<file path="config.mk">
export PLATFORM = sky130hd
export DESIGN_NAME = conv_result_writer_flat
export DESIGN_NICKNAME = d
export VERILOG_FILES = /design/src/rtl/conv_pkg.sv /design/src/rtl/conv_result_writer_if.sv /design/src/rtl/conv_word_fifo.sv /design/src/rtl/conv_result_writer.sv /design/src/flat_wrapper.sv
export SDC_FILE = /design/constraint.sdc
export NUM_CORES = 1
export LEC_CHECK = 0
export ABC_CLOCK_PERIOD_IN_PS = 2800
export CAP_MARGIN = 5
export CORE_ASPECT_RATIO = 0.6
export CORE_MARGIN = 1.5
export CORE_UTILIZATION = 55
export CTS_BUF_LIST = sky130_fd_sc_hd__clkbuf_8 sky130_fd_sc_hd__clkbuf_16
export DETAILED_ROUTE_END_ITERATION = 8
export PLACE_DENSITY = 0.88
export SYNTH_ARGS = -nofsm -noshare
export SYNTH_HDL_FRONTEND = slang
export SYNTH_SLANG_ARGS = --single-unit
</file>
<file path="constraint.sdc">
create_clock -name clk -period 2.8 [get_ports clk]
set_clock_uncertainty 0.1 [all_clocks]
set_input_delay 0.28 -clock clk [delete_from_list [all_inputs] [get_ports clk]]
set_output_delay 0.28 -clock clk [all_outputs]
set_load 0.005 [all_outputs]
</file>
<file path="src/rtl/conv_pkg.sv">
// conv_pkg: shared types, sizes and pixel conversion for the convolution result writer.
// Build with CONV_WR_ABS_MODE_EN defined to keep edge magnitude (|x|) instead of clamping negatives.
package conv_pkg;
  typedef enum logic [1:0] {IDLE, COLLECT, DRAIN, DONE} state_t;
  localparam int PIX_W = 8;
  localparam int WORD_W = 32;
  localparam int LANES = 4;
  function automatic logic [PIX_W-1:0] to_pixel(input logic signed [PIX_W-1:0] x);
`ifdef CONV_WR_ABS_MODE_EN
    return x[PIX_W-1] ? -x : x;
`else
    return x[PIX_W-1] ? '0 : x;
`endif
  endfunction
endpackage

</file>
<file path="src/rtl/conv_result_writer_if.sv">
// conv_result_writer_if: word write port toward the output image memory.
interface conv_result_writer_if import conv_pkg::*; #(parameter int ADDR_W = 12) ();
  logic mem_wr_en;
  logic [ADDR_W-1:0] mem_wr_addr;
  logic [WORD_W-1:0] mem_wr_data;
  logic mem_wr_ready;
  modport master(output mem_wr_en, mem_wr_addr, mem_wr_data, input mem_wr_ready);
  modport slave(input mem_wr_en, mem_wr_addr, mem_wr_data, output mem_wr_ready);
endinterface

</file>
<file path="src/rtl/conv_word_fifo.sv">
// conv_word_fifo: synchronous word FIFO; a push while full is accepted only alongside a pop.
module conv_word_fifo import conv_pkg::*; #(
  parameter int FIFO_DEPTH = 4
) (
  input  logic              clk,
  input  logic              rst_n,
  input  logic              push,
  input  logic              pop,
  input  logic [WORD_W-1:0] din,
  output logic [WORD_W-1:0] dout,
  output logic              full,
  output logic              empty
);
  localparam int AW = $clog2(FIFO_DEPTH);
  logic [WORD_W-1:0] mem [FIFO_DEPTH];
  logic [AW:0] wr_ptr, rd_ptr;
  logic wr_en, rd_en;
  assign empty = wr_ptr == rd_ptr;
  assign full = (wr_ptr[AW] != rd_ptr[AW]) && (wr_ptr[AW-1:0] == rd_ptr[AW-1:0]);
  assign rd_en = pop && !empty;
  assign wr_en = push && (!full || rd_en);
  assign dout = mem[rd_ptr[AW-1:0]];
  always_ff @(posedge clk)
    if (wr_en) mem[wr_ptr[AW-1:0]] <= din;
  always_ff @(posedge clk)
    if (!rst_n) begin
      wr_ptr <= '0;
      rd_ptr <= '0;
    end else begin
      if (wr_en) wr_ptr <= wr_ptr + 1'b1;
      if (rd_en) rd_ptr <= rd_ptr + 1'b1;
    end
endmodule

</file>
<file path="src/rtl/conv_result_writer.sv">
// conv_result_writer: packs converted convolution sums four per word and streams them to image memory.
module conv_result_writer import conv_pkg::*; #(
  parameter int OUT_W = 62,
  parameter int OUT_H = 62,
  parameter int ADDR_W = 12,
  parameter int FIFO_DEPTH = 4
) (
  input  logic                 clk,
  input  logic                 rst_n,
  input  logic                 start,
  input  logic [PIX_W-1:0]     data_in,
  input  logic                 data_valid,
  conv_result_writer_if.master mem,
  output logic                 busy,
  output logic                 frame_done,
  output logic                 overflow
);
  localparam int N_PIX = OUT_W * OUT_H;
  localparam int CW = $clog2(N_PIX + 1);
  localparam int IW = $clog2(LANES);
  state_t state, state_nxt;
  logic [CW-1:0] pix_cnt;
  logic [IW-1:0] idx;
  logic [WORD_W-1:0] word, dout;
  logic [ADDR_W-1:0] addr;
  logic [PIX_W-1:0] pix;
  logic push_q, take, last, pop, full, empty;
  assign pix = to_pixel(data_in);
  assign take = state == COLLECT && data_valid;
  assign last = take && pix_cnt == CW'(N_PIX - 1);
  assign pop = !empty && mem.mem_wr_ready;
  assign mem.mem_wr_en = !empty;
  assign mem.mem_wr_addr = addr;
  assign mem.mem_wr_data = empty ? '0 : dout;
  conv_word_fifo #(.FIFO_DEPTH(FIFO_DEPTH)) u_fifo (
    .clk(clk),
    .rst_n(rst_n),
    .push(push_q),
    .pop(pop),
    .din(word),
    .dout(dout),
    .full(full),
    .empty(empty)
  );
  always_comb begin
    state_nxt = state;
    busy = state != IDLE;
    frame_done = state == DONE;
    case (state)
      IDLE:    state_nxt = start ? COLLECT : IDLE;
      COLLECT: state_nxt = last ? DRAIN : COLLECT;
      DRAIN:   state_nxt = (!push_q && empty) ? DONE : DRAIN;
      default: state_nxt = IDLE;
    endcase
  end
  // The final pixel always schedules a push, so a partial tail word is flushed as DRAIN begins.
  always_ff @(posedge clk)
    if (!rst_n) begin
      state <= IDLE;
      pix_cnt <= '0;
      idx <= '0;
      word <= '0;
      push_q <= 1'b0;
      addr <= '0;
      overflow <= 1'b0;
    end else begin
      state <= state_nxt;
      push_q <= take && (idx == IW'(LANES - 1) || last);
      if (state == IDLE && start) begin
        pix_cnt <= '0;
        idx <= '0;
        addr <= '0;
        overflow <= 1'b0;
      end else begin
        if (take) begin
          pix_cnt <= pix_cnt + 1'b1;
          idx <= idx + 1'b1;
          if (idx == '0) word <= WORD_W'(pix);
          else word[PIX_W*idx +: PIX_W] <= pix;
        end
        if (pop) addr <= addr + 1'b1;
        if (push_q && full && !pop) overflow <= 1'b1;
      end
    end
endmodule

</file>
<file path="src/flat_wrapper.sv">
// flat-port wrapper written by rule: the top's interface ports become plain ports
module conv_result_writer_flat import conv_pkg::*;
#(
  parameter int OUT_W = 62,
  parameter int OUT_H = 62,
  parameter int ADDR_W = 12,
  parameter int FIFO_DEPTH = 4
)
  (clk, rst_n, start, data_in, data_valid, busy, frame_done, overflow, mem_mem_wr_en, mem_mem_wr_addr, mem_mem_wr_data, mem_mem_wr_ready);
  conv_result_writer_if #(.ADDR_W(ADDR_W)) mem_i ();
  input  logic clk;
  input  logic rst_n;
  input  logic start;
  input  logic [PIX_W-1:0] data_in;
  input  logic data_valid;
  output logic busy;
  output logic frame_done;
  output logic overflow;
  output wire logic [$bits(mem_i.mem_wr_en)-1:0] mem_mem_wr_en;
  output wire logic [$bits(mem_i.mem_wr_addr)-1:0] mem_mem_wr_addr;
  output wire logic [$bits(mem_i.mem_wr_data)-1:0] mem_mem_wr_data;
  input wire logic [$bits(mem_i.mem_wr_ready)-1:0] mem_mem_wr_ready;
  assign mem_mem_wr_en = mem_i.mem_wr_en;
  assign mem_mem_wr_addr = mem_i.mem_wr_addr;
  assign mem_mem_wr_data = mem_i.mem_wr_data;
  assign mem_i.mem_wr_ready = mem_mem_wr_ready;
  conv_result_writer #(.OUT_W(OUT_W), .OUT_H(OUT_H), .ADDR_W(ADDR_W), .FIFO_DEPTH(FIFO_DEPTH)) u_core (.clk(clk), .rst_n(rst_n), .start(start), .data_in(data_in), .data_valid(data_valid), .mem(mem_i), .busy(busy), .frame_done(frame_done), .overflow(overflow));
endmodule
</file>
==> flow_metrics.tcl <==
set metrics [dict create \
    wl_met1_um 6730 \
    holdBufCountCts 0 \
    rsz0062_at_grt "no" \
    gr-total-overflow 0 \
    seqCellArea_sq_um 4690 \
    reg2regPathDepth 4 \
    dp_hpwl_um 9780 \
    htreeDepth 4 \
    setup_tns_ps 0 \
    cts_root_buf "clkbuf_16" \
    antenna_found_initial 0 \
    initial_utilization_pct 56.2 \
    fin_crit_ps 2690 \
    status "completed" \
    endpoint_kind "output pin" \
    finalSetupViolations 0 \
    hold_viol_final 0 \
    worstPathMaxFanout 13 \
    fp-row-count 32 \
    ys_ff_latch 178 \
    ir_drop_v 0.000398 \
    highest_layer "met4" \
    synth_largest_area_cell "edfxtp_1" \
    grt_usage_pct 23.7 \
    io_pins 61 \
    layout-drive-gt1-share_pct 13.1 \
    slew_violations 0 \
    num_antenna_cells 0 \
    cp.required_ps 2420 \
    grt_max_degree 35 \
    cts_resized 0 \
    timing.max_cap.violations 0 \
    viasPerCell 5.94 \
    die-area_sq_um 13800 \
    wire_per_inst_um 19.9 \
    cts_setup_buffers 0 \
    clk_pin_slew_ps 60 \
    cp_cell_sequence "buf_4 > mux4_2 > nor2b_1 > clkdlybuf4s50_1" \
    gp_congestion 0.828 \
    hold_path_depth 3 \
    remaining_drc_errors 0 \
    area_growth_pct 19.4 \
    coreArea_sq_um 12800 \
    period_share_pct 96.2 \
    cts_tree "yes" \
    worst_pin_slew_ps 644 \
    cts_buffers 17 \
    synth_cells 511 \
    synth_common_cells "edfxtp_1, dfxtp_1, nor2_1, nor2b_1, mux4_2" \
    arrival_ps 2310 \
    first_global_vias 4492 \
    die_h_um 91.5 \
    dr_wl_met2_um 7110 \
    wl_met3_um 1060 \
    multi_input_comb_area_sq_um 2340 \
    ys_types 50 \
    yosys.area.top_type_share_pct 46.9 \
    drt_pass1_iterations 5 \
    cp_slowest_cell "dfxtp_1" \
    io_buffers 56 \
    p_per_area_nw_per_um2 607 \
    ys_seq_area_share_pct 65.3 \
    worst_setup_path_start_kind "flop" \
    cts.sinks 178 \
    wl_um 15100 \
    synth-edff-count 112 \
    num_vias 4512 \
    synthFlopType "edfxtp_1" \
    grt_pass1_wl_um 24000 \
    nNetsFinal 602 \
    cts_buffer_depth 2 \
    syn_area_per_cell_sq_um 14.0 \
    crit_type "flop to output pin" \
    synth_most_common_cell "edfxtp_1" \
    max_stage_delay_ps 640 \
    synth_area_leaders "edfxtp_1, dfxtp_1, mux4_2, nor2b_1, ha_1" \
    clk_latency_ps 410 \
    relSlewSlack_pct 56.7 \
    fmax_mhz 371 \
    synthArstFlopShare_pct 0 \
    die_w_um 150 \
    drtIter0Drc 471 \
    ant_nets 0 \
    power.total_mw 5.20 \
    yosysWarnings 0 \
    nFillCells 841 \
    synth_area_sq_um 7170 \
    hold_path_class "primary input to flop" \
    p_leak_nw 2.81 \
]
## placed cells by master, fill, tap and decap left out, types with 2 or more instances in the layout
cell | netlist | final
a211o_1 | 2 | 2
a21oi_1 | 20 | 20
a22oi_1 | 21 | 21
and2_1 | 6 | 6
and3_1 | 2 | 2
and4_1 | 3 | 3
buf_4 | 4 | 13
clkbuf_16 | 0 | 21
clkbuf_8 | 0 | 2
clkdlybuf4s50_1 | 0 | 56
clkinv_2 | 0 | 2
clkinv_4 | 0 | 2
conb_1 | 1 | 4
dfxtp_1 | 66 | 65
edfxtp_1 | 112 | 112
ha_1 | 13 | 13
inv_1 | 10 | 14
mux4_2 | 28 | 28
nand2_1 | 27 | 27
nand2b_1 | 2 | 2
nand3_1 | 15 | 15
nand3b_1 | 2 | 2
nand4_1 | 7 | 7
nand4b_1 | 2 | 2
nor2_1 | 37 | 37
nor2b_1 | 37 | 37
nor3_1 | 2 | 2
nor3b_1 | 2 | 2
nor4_1 | 6 | 6
nor4b_1 | 2 | 2
o21ai_0 | 9 | 9
o21ai_1 | 2 | 2
o31ai_1 | 5 | 5
or3_1 | 6 | 6
or4_1 | 4 | 4
xnor2_1 | 10 | 10
xor2_1 | 7 | 7
xor2_2 | 2 | 2
## logic make-up after synthesis
| group | Yosys count | synth area share, % |
|---|---|---|
| DFF | 178 | 65.3 |
| and+or+nand+nor | 166 | 12.5 |
| AOI/OAI and AO/OA | 67 | 6.14 |
| buffers and inverters | 38 | 2.29 |
| muxes | 29 | 8.93 |
| xor gates and xnor gates | 19 | 2.53 |
| adders and majority gates | 13 | 2.27 |
| other | 1 | 0.0523 |
## path summary, 6_finish.rpt
path | end | startpoint | slack [ps]
max | mem_mem_wr_data[30] | flop | 110
min | u_core.word[0] | data_in[0] | 360
max reg2reg | u_core.u_fifo.mem[3][4] | u_core.u_fifo.wr_ptr[0] | 640
min reg2reg | u_core.mem.mem_wr_addr[11] | u_core.mem.mem_wr_addr[11] | 390
## layer usage
| layer | track usage [%] | vias to the layer above |
|---|---|---|
| met1 | 33.7 | 2266 |
| li1 | - | 2039 |
| met2 | 35.9 | 188 |
| met5 | 0 | - |
| met3 | 6.03 | 19 |
| met4 | 7.68 | 0 |
## registers in the layout (all words and copies together) (netlist names), named ones only
name,count
u_core.idx,2
u_core.overflow,1
u_core.pix_cnt,12
u_core.u_fifo.mem,112
u_core.word,28
u_core.push_q,1
u_core.mem.mem_wr_addr,12
u_core.u_fifo.rd_ptr,3
u_core.u_fifo.wr_ptr,3
u_core.state,2
## through the flow
step                std cells  instance area [sq um]  hold slack [ps]  setup WS [ps]  utilization (%)
global placement          727                   7960              363            517             62.3
global route              759                   8560              380           29.8             67.0
detailed placement        727                   7960              382            497             62.3
floorplan                 514                   7180              332            620                -
CTS                       759                   8560              347           49.2             67.0
finish                    759                   8560              365            106             67.0
## worst max-delay path: cells and delay by family, from the launching register on
family | cells | cell delay [ps]
DFF | 1 | 640
muxes | 1 | 330
and+or+nand+nor | 1 | 140
buffers and inverters | 2 | 790
## area by class of cell
cell class / instances / area share, %
clock buffers: 23 / 6.46
clock inverters: 9 / 0.570
inverters: 11 / 0.482
multi-input cells: 298 / 27.3
flip-flops and latches: 178 / 54.7
well taps: 170 / 2.48
repair buffers: 70 / 7.92
## report_power, final
group,internal (mW),switching [mW]
Clock,1.38,0.927
Sequential,2.76,0.0105
Combinational,0.0401,0.0750
(Power assumes the default switching activity.)
